## config.mk

```make
export PLATFORM = sky130hd
export DESIGN_NAME = uart_tx_flat
export DESIGN_NICKNAME = d
export VERILOG_FILES = /design/src/rtl/uart_tx_if.sv /design/src/rtl/uart_tx.sv /design/src/flat_wrapper.sv
export SDC_FILE = /design/constraint.sdc
export NUM_CORES = 1
export LEC_CHECK = 0
export CAP_MARGIN = 20
export CORE_ASPECT_RATIO = 1.5
export CORE_MARGIN = 3
export CORE_UTILIZATION = 58
export DETAILED_ROUTE_END_ITERATION = 10
export PLACE_DENSITY = 0.83
export SYNTH_ARGS = -nofsm -noshare
export SYNTH_HDL_FRONTEND = slang
export SYNTH_SLANG_ARGS = --single-unit
```

## constraint.sdc

```tcl
create_clock -name clk -period 2.9 [get_ports clk]
set_input_delay 0.58 -clock clk [delete_from_list [all_inputs] [get_ports clk]]
set_output_delay 0.58 -clock clk [all_outputs]
set_load 0.05 [all_outputs]
```

## src/rtl/uart_tx_if.sv

```systemverilog
// uart_tx_if: valid/ready byte handshake between a producer and the UART transmitter
interface uart_tx_if #(
    parameter int W = 8
);
    logic [W-1:0] tx_data;
    logic         tx_valid;
    logic         tx_ready;
    modport master (output tx_data, output tx_valid, input tx_ready);
    modport slave  (input tx_data, input tx_valid, output tx_ready);
endinterface

```

## src/rtl/uart_tx.sv

```systemverilog
// uart_tx: FIFO-buffered 8N1 serial transmitter, LSB first, idle-high line
module uart_tx #(
    parameter int CLKS_PER_BIT  = 868,
    parameter int NUM_DATA_BITS = 8,
    parameter int FIFO_DEPTH    = 4
) (
    input  logic                        clk,
    input  logic                        reset,
    uart_tx_if.slave                    bus,
    output logic                        tx,
    output logic                        busy,
    output logic [$clog2(FIFO_DEPTH):0] fifo_count
);
    localparam int AW = $clog2(FIFO_DEPTH);
    localparam int CW = $clog2(CLKS_PER_BIT);
    localparam int BW = $clog2(NUM_DATA_BITS) + 1;
    localparam logic [AW:0]   FULL    = (AW + 1)'(FIFO_DEPTH);
    localparam logic [CW-1:0] CNT_MAX = CW'(CLKS_PER_BIT - 1);
    localparam logic [BW-1:0] IDX_MAX = BW'(NUM_DATA_BITS - 1);

    typedef enum logic [1:0] {IDLE, START, DATA, STOP} state_t;

    state_t                   state, state_d;
    logic [CW-1:0]            cnt, cnt_d;
    logic [BW-1:0]            idx, idx_d;
    logic [NUM_DATA_BITS-1:0] shift, shift_d;
    logic [NUM_DATA_BITS-1:0] mem [FIFO_DEPTH];
    logic [AW-1:0]            wr_ptr, rd_ptr;
    logic                     tx_d, push, pop, bit_end, last;

    assign bus.tx_ready = fifo_count != FULL;
    assign busy         = state != IDLE || fifo_count != '0;
    assign push         = bus.tx_valid && bus.tx_ready;
    assign bit_end      = cnt == CNT_MAX;
    assign last         = idx == IDX_MAX;
    assign pop          = fifo_count != '0 && (state == IDLE || (state == STOP && bit_end));

    // frame state, baud/bit counters, shift register and the flopped line driver
    always_ff @(posedge clk or negedge reset) begin
        if (!reset) begin
            state <= IDLE;
            cnt   <= '0;
            idx   <= '0;
            shift <= '0;
            tx    <= 1'b1;
        end else begin
            state <= state_d;
            cnt   <= cnt_d;
            idx   <= idx_d;
            shift <= shift_d;
            tx    <= tx_d;
        end
    end

    // next frame state; a pop always starts a frame, otherwise advance on bit boundaries
    always_comb begin
        state_d = pop ? START :
                  !bit_end ? state :
                  state == START ? DATA :
                  state == DATA ? (last ? STOP : DATA) : IDLE;
    end

    // next datapath values; tx follows the next state so the line changes with the state
    always_comb begin
        cnt_d   = (state == IDLE || bit_end) ? '0 : cnt + 1'b1;
        idx_d   = (state != DATA || (bit_end && last)) ? '0 : bit_end ? idx + 1'b1 : idx;
        shift_d = pop ? mem[rd_ptr] : (state == DATA && bit_end) ? shift >> 1 : shift;
        tx_d    = state_d == START ? 1'b0 : state_d == DATA ? shift_d[0] : 1'b1;
    end

    // circular FIFO pointers and occupancy; push and pop together leave the count unchanged
    always_ff @(posedge clk or negedge reset) begin
        if (!reset) begin
            wr_ptr     <= '0;
            rd_ptr     <= '0;
            fifo_count <= '0;
        end else begin
            if (push) wr_ptr <= wr_ptr + 1'b1;
            if (pop) rd_ptr <= rd_ptr + 1'b1;
            fifo_count <= (push && !pop) ? fifo_count + 1'b1 :
                          (pop && !push) ? fifo_count - 1'b1 : fifo_count;
        end
    end

    // FIFO storage, written only on an accepting edge
    always_ff @(posedge clk) begin
        if (push) mem[wr_ptr] <= bus.tx_data;
    end
endmodule
```

## src/flat_wrapper.sv

```systemverilog
// flat-port wrapper written by rule: the top's interface ports become plain ports
module uart_tx_flat 
#(
    parameter int CLKS_PER_BIT  = 868,
    parameter int NUM_DATA_BITS = 8,
    parameter int FIFO_DEPTH    = 4
)
  (clk, reset, tx, busy, fifo_count, bus_tx_data, bus_tx_valid, bus_tx_ready);
  uart_tx_if bus_i ();
  input  logic clk;
  input  logic reset;
  output logic tx;
  output logic busy;
  output logic [$clog2(FIFO_DEPTH):0] fifo_count;
  input wire logic [$bits(bus_i.tx_data)-1:0] bus_tx_data;
  input wire logic [$bits(bus_i.tx_valid)-1:0] bus_tx_valid;
  output wire logic [$bits(bus_i.tx_ready)-1:0] bus_tx_ready;
  assign bus_i.tx_data = bus_tx_data;
  assign bus_i.tx_valid = bus_tx_valid;
  assign bus_tx_ready = bus_i.tx_ready;
  uart_tx #(.CLKS_PER_BIT(CLKS_PER_BIT), .NUM_DATA_BITS(NUM_DATA_BITS), .FIFO_DEPTH(FIFO_DEPTH)) u_core (.clk(clk), .reset(reset), .bus(bus_i), .tx(tx), .busy(busy), .fifo_count(fifo_count));
endmodule
```

======== Word-level counts from Yosys, hierarchy flattened ========
Memories as Yosys holds them, arrays and structs flattened.
Index checks and enable logic that the tools add are counted.
cells by class
  add/sub/neg operators ................... 6
  equal/unequal tests ..................... 9
  mux-type cells .......................... 16
  reduce and logical (&&, ||, !) cells .... 19
operators with widths
  cell                                               count
  two-way mux 8 bit                                  2
  adder 10 x 1 -> 10 bit (second input constant)     1
  == test 10 bit (second input constant)             1
  two-way mux 10 bit                                 1
  two-way mux 2 bit                                  4
  two-way mux 4 bit                                  2
  nonzero test 2 bit                                 4
  logical AND 1 bit                                  7
  == test 2 bit (second input constant)              3
  two-way mux 3 bit                                  2
  two-way mux 1 bit                                  5
  adder 2 x 1 -> 2 bit (second input constant)       2
  adder 4 x 1 -> 4 bit (second input constant)       1
  == test 2 x 1 -> 1 bit (second input constant)     2
  == test 4 x 3 -> 1 bit (second input constant)     1
  logical OR 1 bit                                   4
  adder 3 x 1 -> 3 bit (second input constant)       1
  inequality test 3 bit (second input constant)      1
  nonzero test 3 bit                                 1
  subtractor 3 x 1 -> 3 bit (second input constant)  1
  zero test 1 bit                                    2
  zero test 2 bit                                    1
  inequality test 2 bit (second input constant)      1
storage, ports and cells
  flip-flop bits (word level) ............. 32
  bits in writable memories ............... 32
  output and inout bits ................... 6
  logic and storage cells ................. 60
  memories kept ........................... 1
memory list
  memory      words  width  rd ports  clocked after Yosys merged registers in  write ports  RTL line       source
  u_core.mem  4      8      1         0                                        1            uart_tx.sv:27  logic [NUM_DATA_BITS-1:0] mem [FIFO_DEPTH];

======== Logic depth before layout (Yosys ltp) ========
  depth after elaboration ................. 9
  mapped depth ............................ 11
  depth with buffers taken out ............ 10

======== Least setup slack after synthesis ========
No wires, ideal clock.
  path kind ............................... register to register
  start point ............................. register u_core.fifo_count[0]
  end point ............................... register u_core.fifo_count[2]
  setup time .............................. 0.082 ns
  arrival ................................. 2.511 ns
  required time ........................... 2.818 ns
  path slack .............................. 0.307 ns
  stages on the path, launching flop included .. 10
  buffers on the path ..................... 0
  clock period less this slack ............ 2.593 ns
  cell sequence ........................... dfrtp_1 > nor2_1 > nand2_1 > and2_0 > ha_1 > inv_1 > fa_1 > xor2_1 > nor2_1 > xor2_1
on the way
  longest elaborated chain between the ends .. 5
ends and longest elaborated chain
  what                                 RTL line            source
  from (decl)                          uart_tx.sv:12       output logic [$clog2(FIFO_DEPTH):0] fifo_count
  from (signal assigned)               uart_tx.sv:80       fifo_count <= (push && !pop) ? fifo_count + 1'b1 :
  inequality test 3 bit *              uart_tx.sv:31       assign bus.tx_ready = fifo_count != FULL;
  net bus_tx_ready                     flat_wrapper.sv:17  output wire logic [$bits(bus_i.tx_ready)-1:0] bus_tx_ready;
  logical AND 1 bit *                  uart_tx.sv:33       assign push = bus.tx_valid && bus.tx_ready;
  net u_core.push                      uart_tx.sv:29       logic tx_d, push, pop, bit_end, last;
  zero test 1 bit                      uart_tx.sv:81       (pop && !push) ? fifo_count - 1'b1 : fifo_count;
  logical AND 1 bit                    uart_tx.sv:81
  nonzero test 2 bit (no source line)  n/a
Mark *: on every way through the listed nets, which the timed path passes. The rest lies on a longest branch. The select of a mux whose other input is x is not followed.
A chain may end at the register's enable or synchronous reset.

======== Final worst setup path ========
  start point ............................. register u_core.cnt[0]
  end point ............................... register u_core.fifo_count[1]
on the way
  longest elaborated chain between the ends .. 7
ends and longest elaborated chain
  what                                                     RTL line       source
  from (decl)                                              uart_tx.sv:24  logic [CW-1:0] cnt, cnt_d;
  from (signal assigned)                                   uart_tx.sv:48  cnt <= cnt_d;
  == test 10 bit *                                         uart_tx.sv:34  assign bit_end = cnt == CNT_MAX;
  logical AND 1 bit *                                      uart_tx.sv:36  assign pop = fifo_count != '0 && (state == IDLE || (state == STOP && bit_end));
  logical OR 1 bit *                                       uart_tx.sv:36
  logical AND 1 bit *                                      uart_tx.sv:36
  zero test 1 bit                                          uart_tx.sv:80
  logical AND 1 bit                                        uart_tx.sv:80
  two-way mux 3 bit or nonzero test 2 bit (tied branches)  n/a
Mark *: on every way between the ends. The rest lies on a longest branch, timed or not.

==> metrics.md <==
| Metric | Value |
|---|---|
| Post-CTS sizing | `0` |
| Synth warnings | `0` |
| Slew headroom | `61.9%` |
| Synth area leader | `edfxtp_1` |
| Worst-margin pin slew | `0.572 ns` |
| Tcrit/Tclk final | `86.8%` |
| Crit path launch type | `flop` |
| Synth Instances | `201` |
| Synth top area share | `33.7%` |
| Endpoint class of the critical path | `flop` |
| WL met1 | `1730 um` |
| Boundary Pins | `17` |
| Pwr/cell area | `748 nW/um^2` |
| Worst-path maximum fanout | `8` |
| MaxCap Viol Count | `0` |
| Post-route DRC violation count | `0` |
| CP Buf/Inv Count | `1` |
| Skew final | `0.00513 ns` |
| Synth Register Bits | `64` |
| Setup bufs post-CTS | `0` |
| Clock latency on the worst-skew pair | `0.33 ns` |
| Core footprint | `4620 sq um` |
| Worst path slowest cell | `dfrtp_1` |
| Hold depth | `1` |
| PortBufs | `16` |
| Total grt overflow | `0` |
| Clock transition at the registers of the reported paths | `0.07 ns` |
| N_diodes | `0` |
| Tot GR Track Use | `17.2%` |
| Final Hold Fails | `0` |
| Antenna viol nets, final | `0` |
| Initial detailed-routing violation count | `48` |
| Initial antenna violation count | `0` |
| CTS tree | `built` |
| Fmax | `397 MHz` |
| DR vias | `1573` |
| CP required | `3.12 ns` |
| Synth top area cells | `edfxtp_1 (34%), dfrtp_1 (27%), mux4_2 (6.3%)` |
| DR vias/cell | `5.37` |
| Cell mode on critical path | `ha_1` |
| HP Class | `flop to flop` |
| Worst path depth | `8` |
| Final HPWL DP | `2970 um` |
| Largest net degree at the start of global routing | `33` |
| Avg Synthesized Cell Area | `14.2 sq um` |
| Post-synth cell types | `38` |
| Share of flip-flops with an asynchronous set or reset | `50.0%` |
| Met2 routed WL | `2340 um` |
| Post-route setup slack | `0.384 ns` |
| Total Wirelength | `4280 um` |
| Reg2reg path depth | `8` |
| Crit path kind | `flop to flop` |
| Chip Width | `63.3 um` |
| H-tree depth | `3` |
| Number of synthesized flops with an enable pin | `32` |
| Utilization after layout | `71.8%` |
| GP Congestion | `0.792` |
| Clock buffer count from CTS | `9` |
| Vias in the first global route | `1630` |
| Static Leak | `1.38 nW` |
| Avg WL per Cell | `14.6 um` |
| CTS Hold Buffers Added | `0` |
| Largest stage delay, worst path | `0.40 ns` |
| Fin. max-slew vios | `0` |
| Wire length on met3 | `125 um` |
| Status | `finished, final reports clean` |
| Seq/Total Area, Yosys | `61.8%` |
| Drt first pass iters | `4` |
| Cell Rows | `30` |
| Clk sink count | `64` |
| Setup TNS | `0 ns` |
| Worst Path Arrival | `2.73 ns` |
| Layout cells sized above 1 | `14.8%` |
| Die area | `5810 sq um` |
| Worst-path cell chain | `ha_1 -> nor3b_4 -> nand3_4 -> o31a_1 -> ha_1 -> inv_1 -> fa_1 -> mux2_2` |
| Top Metal Used | `met4` |
| Crit path time final | `2.52 ns` |
| First-pass GRT wire length | `7540 um` |
| Placement Setup Slack | `0.391 ns` |
| Longest Clk Path Bufs | `2` |
| Area growth, synth to finish | `16.3%` |
| Unrepaired setup endpoints after global routing | `no` |
| Top delay family on crit path | `adder cells` |
| Mapped Area | `2850 sq um` |
| Worst IR drop on VDD | `591 uV` |
| Die height | `91.9 um` |
| Root Driver | `clkbuf_8` |
| Final setup vio count | `0` |
| Number of nets in the layout | `247` |
| Starting Density | `61.8%` |
| Predominant post-synthesis flop cell | `edfxtp_1` |
| Post-synth net total | `224` |
layout make-up:
cell class	count	area, sq um
Clock buffer	9	124
Clock inverter	7	120
Fill cell	324	1300
Inverter	9	33.8
Multi-Input combinational cell	122	1020
Sequential cell	64	1760
Tap cell	64	80.1
Timing Repair Buffer	18	175
sequential cells by signal (all words and copies together), names as in the netlist:
| register | flops |
|---|---|
| u_core.fifo_count | 3 |
| u_core.mem | 32 |
| u_core.cnt | 10 |
| u_core.rd_ptr | 2 |
| u_core.shift | 8 |
| u_core.wr_ptr | 2 |
| u_core.idx | 4 |
| u_core.tx | 1 |
| u_core.state | 2 |
final timing paths:
check                           slack [ns]                    to          start
min in group asynchronous             0.65         u_core.idx[0]          reset
worst max register to register        0.38  u_core.fifo_count[1]  u_core.cnt[0]
worst min register to register        0.50         u_core.cnt[0]  u_core.cnt[0]
worst min-delay path                  0.50         u_core.cnt[0]  u_core.cnt[0]
max in group asynchronous             1.93             u_core.tx          reset
worst max-delay path                  0.38  u_core.fifo_count[1]  u_core.cnt[0]
kinds of logic (layout without fill, tap and decap cells):
logic type,Yosys count,count (layout),synth area share [%]
AOI/OAI and AO/OA,18,18,3.64
xor gates and xnor gates,15,15,4.61
adders and majority gates,12,12,5.53
buffers and inverters,15,43,2.37
DFF,64,64,61.8
muxes,18,18,9.92
and+or+nand+nor,59,59,12.1
per-stage QoR:
| step | hold slack [ns] | instances | instance area [sq um] | power (W) |
|---|---|---|---|---|
| after floorplan | 0.284 | 201 | 2850 | 0.00145 |
| after global placement | 0.460 | 277 | 3070 | 0.00158 |
| after detailed placement | 0.476 | 277 | 3070 | 0.00159 |
| after CTS | 0.485 | 293 | 3320 | 0.00251 |
| final | 0.501 | 293 | 3320 | 0.00248 |
| after global routing | 0.508 | 293 | 3320 | 0.00259 |
cells in the final DEF, fill, tap and decap left out, types with 3 or more instances in the layout:
cell type	count
edfxtp_1	32
dfrtp_1	31
nor2_1	20
clkdlybuf4s50_1	16
ha_1	11
inv_1	9
xor2_1	9
clkbuf_8	9
nand2_1	8
mux2i_1	8
mux4_2	8
a21oi_1	8
and3_1	7
nand3_1	6
xnor2_1	6
o21ai_0	5
bufinv_16	3
synthesized netlist by cell type, types with 6 or more instances:
library cell / instances
edfxtp_1: 32
dfrtp_1: 31
nor2_1: 20
ha_1: 11
inv_1: 9
xor2_1: 9
a21oi_1: 8
mux2i_1: 8
mux4_2: 8
nand2_1: 8
and3_1: 7
nand3_1: 6
xnor2_1: 6
power by group:
group | internal [W] | leakage [nW] | switching [W]
Clock | 0.000572 | 0.119 | 0.000337
Sequential | 0.00109 | 0.687 | 0.0000706
Combinational | 0.000160 | 0.572 | 0.000252
layer usage:
metal	vias to the layer above	track usage, %
li1	766	-
met1	777	18.7
met2	22	30.2
met3	8	4.90
met4	0	8.83
met5	-	0
No activity file was read; power rests on OpenSTA's default activity.
